===== config.mk =====
export PLATFORM = sky130hd
export DESIGN_NAME = uart_cmd_scheduler
export DESIGN_NICKNAME = d
export VERILOG_FILES = /design/src/rtl/uart_cmd_pkg.sv /design/src/rtl/uart_cmd_decode.sv /design/src/rtl/uart_cmd_scheduler.sv
export SDC_FILE = /design/constraint.sdc
export NUM_CORES = 1
export LEC_CHECK = 0
export ABC_AREA = 0
export CORE_MARGIN = 1.5
export CORE_UTILIZATION = 32
export CTS_BUF_LIST = sky130_fd_sc_hd__clkbuf_4 sky130_fd_sc_hd__clkbuf_8
export DETAILED_ROUTE_END_ITERATION = 10
export PLACE_DENSITY = 0.68
export SYNTH_ARGS = -nofsm -noshare
export SYNTH_HDL_FRONTEND = slang
export SYNTH_SLANG_ARGS = --single-unit

===== constraint.sdc =====
create_clock -name clk -period 2.8 [get_ports clk]
set_input_delay 0.28 -clock clk [delete_from_list [all_inputs] [get_ports clk]]
set_output_delay 0.28 -clock clk [all_outputs]
set_load 0.03 [all_outputs]

===== src/rtl/uart_cmd_pkg.sv =====
// ---------------------------------------------------------------------------
// uart_cmd_pkg
// Shared definitions for the UART command scheduler slice:
//   - ASCII constants for the recognised command letters and status replies
//   - cmd_class_t   : decoded class of a received command byte
//   - sched_state_t : scheduler FSM states
// Optional build macro: CMD_STATUS_EN adds the two status-report states.
// ---------------------------------------------------------------------------
package uart_cmd_pkg;

  localparam logic [7:0] CH_R_UP = 8'h52;  // 'R'
  localparam logic [7:0] CH_R_LO = 8'h72;  // 'r'
  localparam logic [7:0] CH_C_UP = 8'h43;  // 'C'
  localparam logic [7:0] CH_C_LO = 8'h63;  // 'c'
  localparam logic [7:0] CH_M_UP = 8'h4D;  // 'M'
  localparam logic [7:0] CH_M_LO = 8'h6D;  // 'm'
  localparam logic [7:0] CH_S_UP = 8'h53;  // 'S'
  localparam logic [7:0] CH_S_LO = 8'h73;  // 's'
  localparam logic [7:0] CH_U    = 8'h55;  // 'U'
  localparam logic [7:0] CH_D    = 8'h44;  // 'D'

  typedef enum logic [2:0] {
    CMD_NONE,
    CMD_RUN,
    CMD_CLR,
    CMD_MODE,
    CMD_STAT,
    CMD_INV
  } cmd_class_t;

  typedef enum logic [2:0] {
    IDLE,
    DECODE,
    EXEC,
    ACK
`ifdef CMD_STATUS_EN
    ,
    STAT_RUN,
    STAT_MODE
`endif
  } sched_state_t;

endpackage


===== src/rtl/uart_cmd_decode.sv =====
// ---------------------------------------------------------------------------
// uart_cmd_decode
// Purely combinational classifier: one command byte -> cmd_class_t.
// Letters are accepted in either case. Kept separate so later command
// extensions only touch this file.
// Ports:
//   cmd_byte  in  DATA_W  byte to classify
//   cmd_class out cmd_class_t  decoded class (CMD_INV for anything unknown)
// Optional build macro: CMD_STATUS_EN makes 'S'/'s' decode as CMD_STAT;
// without it those letters are treated as unrecognised.
// ---------------------------------------------------------------------------
module uart_cmd_decode
  import uart_cmd_pkg::*;
#(
  parameter int DATA_W = 8
) (
  input  logic [DATA_W-1:0] cmd_byte,
  output cmd_class_t        cmd_class
);

  always_comb begin
    cmd_class = CMD_INV;
    if (cmd_byte == DATA_W'(CH_R_UP) || cmd_byte == DATA_W'(CH_R_LO)) begin
      cmd_class = CMD_RUN;
    end else if (cmd_byte == DATA_W'(CH_C_UP) || cmd_byte == DATA_W'(CH_C_LO)) begin
      cmd_class = CMD_CLR;
    end else if (cmd_byte == DATA_W'(CH_M_UP) || cmd_byte == DATA_W'(CH_M_LO)) begin
      cmd_class = CMD_MODE;
`ifdef CMD_STATUS_EN
    end else if (cmd_byte == DATA_W'(CH_S_UP) || cmd_byte == DATA_W'(CH_S_LO)) begin
      cmd_class = CMD_STAT;
`endif
    end
  end

endmodule


===== src/rtl/uart_cmd_scheduler.sv =====
// ---------------------------------------------------------------------------
// uart_cmd_scheduler
// Merges UART commands (from the RX FIFO) and debounced button pulses onto
// single-cycle run/clear/mode strobes for the counter controller, mirrors the
// resulting run and mode state, and answers every UART command through the
// TX FIFO with an echo (or ERR_CHAR for unknown bytes).
// Ports:
//   clk, rst                 clock; asynchronous active-low reset
//   rx_empty, rx_rdata       RX FIFO status / head byte (first-word-fall-through)
//   rx_pop                   RX FIFO pop strobe
//   tx_full                  TX FIFO full
//   tx_wdata, tx_push        TX FIFO write data / push strobe
//   btn_run/clear/mode       debounced single-cycle button pulses
//   run_tgl, clr_p, mode_tgl one-cycle strobes to the counter controller
//   run_st, mode_st          mirrored run and mode state
//   busy                     high whenever the FSM is outside IDLE
// Optional build macro: CMD_STATUS_EN enables the 'S' command, which follows
// its echo with a run character ('R'/'S') and a mode character ('D'/'U').
// ---------------------------------------------------------------------------
module uart_cmd_scheduler
  import uart_cmd_pkg::*;
#(
  parameter int                DATA_W   = 8,
  parameter logic [DATA_W-1:0] ERR_CHAR = DATA_W'(8'h3F),
  parameter logic              MODE_RST = 1'b0
) (
  input  logic              clk,
  input  logic              rst,
  input  logic              rx_empty,
  input  logic [DATA_W-1:0] rx_rdata,
  output logic              rx_pop,
  input  logic              tx_full,
  output logic [DATA_W-1:0] tx_wdata,
  output logic              tx_push,
  input  logic              btn_run,
  input  logic              btn_clear,
  input  logic              btn_mode,
  output logic              run_tgl,
  output logic              clr_p,
  output logic              mode_tgl,
  output logic              run_st,
  output logic              mode_st,
  output logic              busy
);

  sched_state_t      state_q, state_d;
  logic [DATA_W-1:0] cmd_q, cmd_d;
  cmd_class_t        cls_q, cls_d;
  cmd_class_t        dec_class;
  logic              run_st_q, run_st_d;
  logic              mode_st_q, mode_st_d;
  logic              any_btn;
  logic              uart_run, uart_clr, uart_mode;

  uart_cmd_decode #(
    .DATA_W(DATA_W)
  ) u_decode (
    .cmd_byte (cmd_q),
    .cmd_class(dec_class)
  );

  assign any_btn = btn_run | btn_clear | btn_mode;

  // A UART strobe is only issued in a cycle with no button pulse at all, so
  // the two sources never land on the same strobe cycle and no toggle is lost.
  always_comb begin
    state_d   = state_q;
    cmd_d     = cmd_q;
    cls_d     = cls_q;
    rx_pop    = 1'b0;
    tx_push   = 1'b0;
    tx_wdata  = '0;
    uart_run  = 1'b0;
    uart_clr  = 1'b0;
    uart_mode = 1'b0;
    case (state_q)
      IDLE: begin
        if (!rx_empty) begin
          rx_pop  = 1'b1;
          cmd_d   = rx_rdata;
          state_d = DECODE;
        end
      end
      DECODE: begin
        cls_d   = dec_class;
        state_d = EXEC;
      end
      EXEC: begin
        if (cls_q == CMD_RUN || cls_q == CMD_CLR || cls_q == CMD_MODE) begin
          if (!any_btn) begin
            uart_run  = (cls_q == CMD_RUN);
            uart_clr  = (cls_q == CMD_CLR);
            uart_mode = (cls_q == CMD_MODE);
            state_d   = ACK;
          end
        end else begin
          state_d = ACK;
        end
      end
      ACK: begin
        tx_wdata = (cls_q == CMD_INV) ? ERR_CHAR : cmd_q;
        if (!tx_full) begin
          tx_push = 1'b1;
`ifdef CMD_STATUS_EN
          state_d = (cls_q == CMD_STAT) ? STAT_RUN : IDLE;
`else
          state_d = IDLE;
`endif
        end
      end
`ifdef CMD_STATUS_EN
      // Status characters read the mirror at their own push cycle, so any
      // button activity while waiting on tx_full is reflected.
      STAT_RUN: begin
        tx_wdata = run_st_q ? DATA_W'(CH_R_UP) : DATA_W'(CH_S_UP);
        if (!tx_full) begin
          tx_push = 1'b1;
          state_d = STAT_MODE;
        end
      end
      STAT_MODE: begin
        tx_wdata = mode_st_q ? DATA_W'(CH_D) : DATA_W'(CH_U);
        if (!tx_full) begin
          tx_push = 1'b1;
          state_d = IDLE;
        end
      end
`endif
      default: begin
        state_d = IDLE;
      end
    endcase
  end

  // Buttons reach the strobes combinationally in their own cycle.
  always_comb begin
    run_tgl   = btn_run | uart_run;
    clr_p     = btn_clear | uart_clr;
    mode_tgl  = btn_mode | uart_mode;
    run_st_d  = run_st_q ^ run_tgl;
    mode_st_d = mode_st_q ^ mode_tgl;
  end

  always_ff @(posedge clk or negedge rst) begin
    if (!rst) begin
      state_q   <= IDLE;
      cmd_q     <= '0;
      cls_q     <= CMD_NONE;
      run_st_q  <= 1'b0;
      mode_st_q <= MODE_RST;
    end else begin
      state_q   <= state_d;
      cmd_q     <= cmd_d;
      cls_q     <= cls_d;
      run_st_q  <= run_st_d;
      mode_st_q <= mode_st_d;
    end
  end

  assign run_st  = run_st_q;
  assign mode_st = mode_st_q;
  assign busy    = (state_q != IDLE);

endmodule


==> impl_metrics.py, run 1 <==
metrics = {
    "sta": {
        "finalCritPeriodShare_pct": 88.8,
        "setup_viol": 0,
        "fin_setup_tns_ns": 0,
        "hold_viol": 0,
        "max_freq_mhz": 402,
        "rsz0062_at_grt": "false",
        "slew_headroom_pct": 51.1,
        "fin_crit_ns": 2.49,
        "finClkSkew_ns": 0.0102,
        "drv_slew": 0,
        "fin_ws_ns": 0.314,
        "worstMarginPinSlew_ns": 0.731,
    },
    "finish": {
        "fin_nets": 126,
        "final_core_util_pct": 48.3,
        "seqCellArea_um2": 375,
        "fin_cells": 135,
        "fill_cells": 249,
        "area.growth.synth_to_final_pct": 39.6,
        "layout-drive-gt1-share_pct": 12.4,
        "antenna_cells": 0,
        "multiInputGateArea_um2": 470,
    },
    "drt": {
        "wl_per_cell_um": 13.7,
        "drt_pass1_iterations": 2,
        "avgViaCountPerCell": 4.99,
        "vias": 673,
        "drtIter0Drc": 1,
        "postRouteAntennaNets": 0,
        "wirelength_mm": 1.84,
        "drc": 0,
    },
    "placed_design": {
        "io_buffers": 30,
        "gp_congestion": 0.750,
        "hpwl_mm": 1.46,
        "place_inst": 131,
        "pre_cts_slack_ns": 0.527,
    },
    "job": {
        "max-cap-violations": 0,
    },
    "setup_path": {
        "endpoint": "mode_tgl",
        "startpoint": "state_q[0]",
        "crit_path_end_kind": "output port",
        "start_kind": "flip-flop",
        "critical_path_class": "reg2out",
        "reg2reg_slack_ns": 1.11,
        "crit_required_ns": 2.52,
        "rr_worst_depth": 5,
        "cp_max_fo": 4,
        "reg2reg_from": "state_q[0]",
        "critPathArrivalTime_ns": 2.21,
        "r2r-end": "state_q[1]",
    },
    "logic_synthesis": {
        "synth_area_um2": 881,
        "seq_area_frac_synth_pct": 42.6,
        "synth_top_area_share_pct": 42.6,
        "yosys.area.top_type": "dfrtp_1",
        "synth_fp_nets": 93,
        "synth.distinct_cells": 31,
        "synth.area.top_cells": "dfrtp_1, mux2_1, ha_1",
        "yosysWarningCount": 0,
        "synth_seq_cells": 15,
        "synth_area_per_cell_um2": 12.1,
        "syn_inst": 73,
    },
    "clock_tree": {
        "tritoncts": "done",
        "root_buffer": "clkbuf_4",
        "clockBufferDepth": 2,
        "clkLatencyLatePin_ns": 0.30,
        "clock-sinks": 15,
        "cts_resized": 0,
        "cts_buffers": 3,
        "hold_buffers": 0,
        "htree_levels": 1,
        "cts_setup_buffers": 0,
        "clk_pin_slew_ns": 0.10,
    },
    "grt": {
        "grt_pass1_wl_mm": 3.06,
        "grt_usage_pct": 12.7,
        "antenna_found_initial": 0,
        "overflow": 0,
        "grt_max_degree": 16,
        "grt_pass1_vias": 666,
    },
    "power_and_ir_drop": {
        "p_per_area_mw_per_mm2": 1060,
        "max-vdd-ir-drop_mv": 0.538,
        "cellLeakagePower_uw": 0.000515,
    },
    "floorplan": {
        "io_pins": 31,
        "row_count": 18,
        "core_area_mm2": 0.00254,
        "die_width_um": 55.5,
        "dieHeight_um": 55.5,
        "dieArea_mm2": 0.00308,
        "initial_core_util_pct": 34.6,
    },
    "worst_hold_path": {
        "hold_class": "in2async",
    },
    "status": {
        "status": "completed",
    },
}
how the worst min path moves through the flow:
| stage | startpoint | endpoint | slack (ns) | cells past startpoint |
|---|---|---|---|---|
| 4_1_cts | rst | cmd_q[1] | 0.43 | 1 |
| 5_1_grt | rst | cmd_q[3] | 0.44 | 1 |
| 6_report | rst | cmd_q[1] | 0.41 | 1 |
| 3_5_place_dp | run_st | run_st | 0.46 | 1 |
| 2_1_floorplan | rst | cls_q[0] | -0.02 | 0 |
| 3_3_place_gp | run_st | run_st | 0.45 | 1 |
flip-flops by register name (all words and copies together), names as in the netlist:
signal   cells
mode_st      1
state_q      2
run_st       1
cls_q        3
cmd_q        8
cell usage after synthesis (all sizes together):
cell	instances
ha	5
a41o	1
a31o	1
nor3	1
inv	5
mux2i	1
o21bai	2
and2	1
o22ai	1
nor2	4
nand2	1
mux2	10
and3	2
o41ai	1
xor2	2
nor2b	3
a21oi	2
nand3	1
o21ai	1
buf	2
nand4bb	2
dfrtp	15
o21a	6
or3b	1
nand3b	1
a22oi	1
where the power goes:
group          switching (uW)  total, uW  leakage (uW)  internal (uW)
logic                     399        762      0.000321            363
registers                93.3        412      0.000176            319
clock network            78.6        132     0.0000177           53.2
critical path: stages, from the launching register on:
cell and delay (ns):
dfrtp_1 0.43, inv_1 0.12, ha_1 0.23, nor2b_1 0.22, a41o_1 0.24, clkdlybuf4s50_1 0.68
cells by family after synthesis:
| group | after synthesis | synth area share [%] |
|---|---|---|
| AO/OA/AOI/OAI | 16 | 15.9 |
| multiplexers | 11 | 14.3 |
| XOR/XNOR | 2 | 1.99 |
| adder cells (fa/ha/maj) | 5 | 7.10 |
| buffers and inverters | 7 | 3.98 |
| flip-flops | 15 | 42.6 |
| AND/OR/NAND/NOR | 17 | 14.1 |
layout make-up:
cell class / instances / share of cell area, %
timing repair buffer: 30 / 24.4
inverter: 5 / 1.53
multi-input combinational: 51 / 38.3
clock inverter: 1 / 0.407
tap: 30 / 3.05
clock buffer: 3 / 1.83
sequential: 15 / 30.5
metrics by stage:
step           total power, uW  hold WS, ns  area [um^2]
6_report                  1310        0.407         1230
5_1_grt                   1400        0.444         1230
4_1_cts                   1320        0.430         1230
3_5_place_dp              1190        0.457         1200
3_3_place_gp              1160        0.454         1200
2_1_floorplan              938      -0.0156          881
layout by cell type, fill, tap and decap left out, types with 2 or more instances in the layout:
master / n
clkdlybuf4s50_1: 30
dfrtp_1: 15
mux2_1: 8
o21a_1: 6
ha_1: 5
inv_1: 3
nor2b_1: 3
nor2_1: 3
clkbuf_4: 3
inv_2: 2
and3_1: 2
o21bai_1: 2
xor2_1: 2
nand4bb_1: 2
a21oi_1: 2
metal layers:
| metal | up-vias | share of wire, % | global-route usage [%] |
|---|---|---|---|
| met5 | - | 0 | 0 |
| met4 | 0 | 1.4 | 6.27 |
| met3 | 4 | 4.7 | 2.81 |
| met2 | 17 | 47 | 19.6 |
| met1 | 327 | 47 | 16.9 |
| li1 | 325 | - | - |
Note: power is estimated with default switching activity, not from simulation.
==> run 2: changes to the inputs <==
CORE_MARGIN = 3   (was 1.5)
==> impl_metrics.py, run 2 (same netlist as run 1, synthesis figures left out) <==
metrics = {
    "clock_tree": {
        "clock-sinks": 15,
        "cts_setup_buffers": 0,
        "clkLatencyLatePin_ns": 0.29,
        "clk_pin_slew_ns": 0.10,
        "htree_levels": 1,
        "tritoncts": "done",
        "cts_buffers": 3,
        "clockBufferDepth": 2,
        "hold_buffers": 0,
        "root_buffer": "clkbuf_4",
        "cts_resized": 0,
    },
    "sta": {
        "setup_viol": 0,
        "fin_setup_tns_ns": 0,
        "drv_slew": 0,
        "max_freq_mhz": 401,
        "hold_viol": 0,
        "rsz0062_at_grt": "false",
        "finClkSkew_ns": 0.00480,
        "slew_headroom_pct": 55.2,
        "finalCritPeriodShare_pct": 89.0,
        "worstMarginPinSlew_ns": 0.670,
        "fin_crit_ns": 2.49,
    },
    "drt": {
        "drt_pass1_iterations": 4,
        "wl_per_cell_um": 13.5,
        "drc": 0,
        "vias": 666,
        "postRouteAntennaNets": 0,
        "avgViaCountPerCell": 4.93,
        "drtIter0Drc": 8,
        "wirelength_mm": 1.82,
    },
    "setup_path": {
        "critPathArrivalTime_ns": 2.21,
        "crit_path_top_delay_cell": "clkdlybuf4s50_1",
        "critical_path_class": "reg2out",
        "critPathTopFamily": "buffers and inverters",
        "cp_max_fo": 4,
        "crit_buf_inv": 2,
        "start_kind": "flip-flop",
        "crit_required_ns": 2.52,
        "crit_path_end_kind": "output port",
        "cp_cell_sequence": "inv_1 -> ha_1 -> nor2b_1 -> nand3_1 -> o21bai_1 -> clkdlybuf4s50_1",
        "slowest_delay_ns": 0.68,
    },
    "finish": {
        "layout-drive-gt1-share_pct": 12.4,
        "largest_register_ffs": 8,
        "multiInputGateArea_um2": 470,
        "fin_nets": 126,
        "top_regs": "cmd_q x8, cls_q x3, state_q x2",
        "fill_cells": 241,
        "area.growth.synth_to_final_pct": 39.6,
        "design_area_mm2": 0.00123,
        "antenna_cells": 0,
        "layout_common_cells": "clkdlybuf4s50_1, dfrtp_1, mux2_1",
        "regMostFlops": "cmd_q",
        "final_common_cell": "clkdlybuf4s50_1",
        "seqCellArea_um2": 375,
    },
    "worst_hold_path": {
        "hold_class": "in2async",
    },
    "grt": {
        "grt_pass1_wl_mm": 3.10,
        "overflow": 0,
        "grt_usage_pct": 12.1,
        "antenna_found_initial": 0,
        "grt_max_degree": 16,
        "grt_pass1_vias": 675,
    },
    "placed_design": {
        "io_buffers": 30,
        "hpwl_mm": 1.48,
        "gp_congestion": 0.723,
        "dpl-instance-area_mm2": 0.00120,
    },
    "floorplan": {
        "core_area_mm2": 0.00254,
        "io_pins": 31,
        "dieArea_mm2": 0.00342,
        "dieHeight_um": 58.5,
        "die_width_um": 58.5,
        "initial_core_util_pct": 34.6,
        "row_count": 18,
    },
    "power_and_ir_drop": {
        "cellLeakagePower_uw": 0.000515,
        "p_per_area_mw_per_mm2": 1060,
        "max-vdd-ir-drop_mv": 0.534,
    },
    "status": {
        "status": "completed",
    },
    "job": {
        "max-cap-violations": 0,
    },
}
-- run 2: cell counts in the layout (fill, tap and decap cells not counted) --
Identical to the previous run, type by type.
-- run 2: path summary, 6_finish.rpt --
path	slack (ns)	end	startpoint	cells after the start
setup reg to reg	1.09	state_q[1]	state_q[0]	5
hold / removal	0.39	cmd_q[4]	rst	1
hold reg to reg	0.47	run_st	run_st	1
max in group asynchronous	1.98	state_q[0]	rst	1
setup / recovery	0.31	clr_p	state_q[0]	6
min in group clk	0.47	run_st	run_st	1
-- run 2: per-stage QoR --
step | hold slack [ns] | cells | setup slack [ns] | util [%] | total power (uW)
after floorplan | -0.0156 | 73 | 1.08 | - | 938
after global placement | 0.454 | 131 | 0.570 | 47.2 | 1170
after detailed placement | 0.461 | 131 | 0.553 | 47.2 | 1190
after CTS | 0.417 | 135 | 0.296 | 48.3 | 1320
after global routing | 0.453 | 135 | 0.135 | 48.3 | 1400
final | 0.392 | 135 | 0.309 | 48.3 | 1300
-- run 2: layout make-up --
type                    instances  area share, %
repair buffers                 30           24.4
well taps                      30           3.05
clock inverters                 1          0.407
multi-input cells              51           38.3
inverters                       5           1.53
clock buffers                   3           1.83
flip-flops and latches         15           30.5
-- run 2: worst reg2reg max path, cell delays in order (launching register included) --
cell and delay (ns):
dfrtp_1 0.42, inv_1 0.12, ha_1 0.24, inv_2 0.06, o41ai_4 0.44, mux2_4 0.33
-- run 2: routing by layer --
layer | vias up | wire length (um) | global-route usage (%) | share of wire [%]
met2 | 16 | 905 | 19.5 | 50
met3 | 0 | 108 | 4.39 | 5.9
met1 | 324 | 809 | 15.9 | 44
met5 | - | 0 | 0 | 0
li1 | 326 | - | - | -
met4 | 0 | 0 | 1.99 | 0
-- run 2: power by group --
part / switching (uW) / internal, uW / total, uW
clock: 74.4 / 53.1 / 127
sequential: 94.2 / 319 / 413
combinational: 397 / 362 / 758
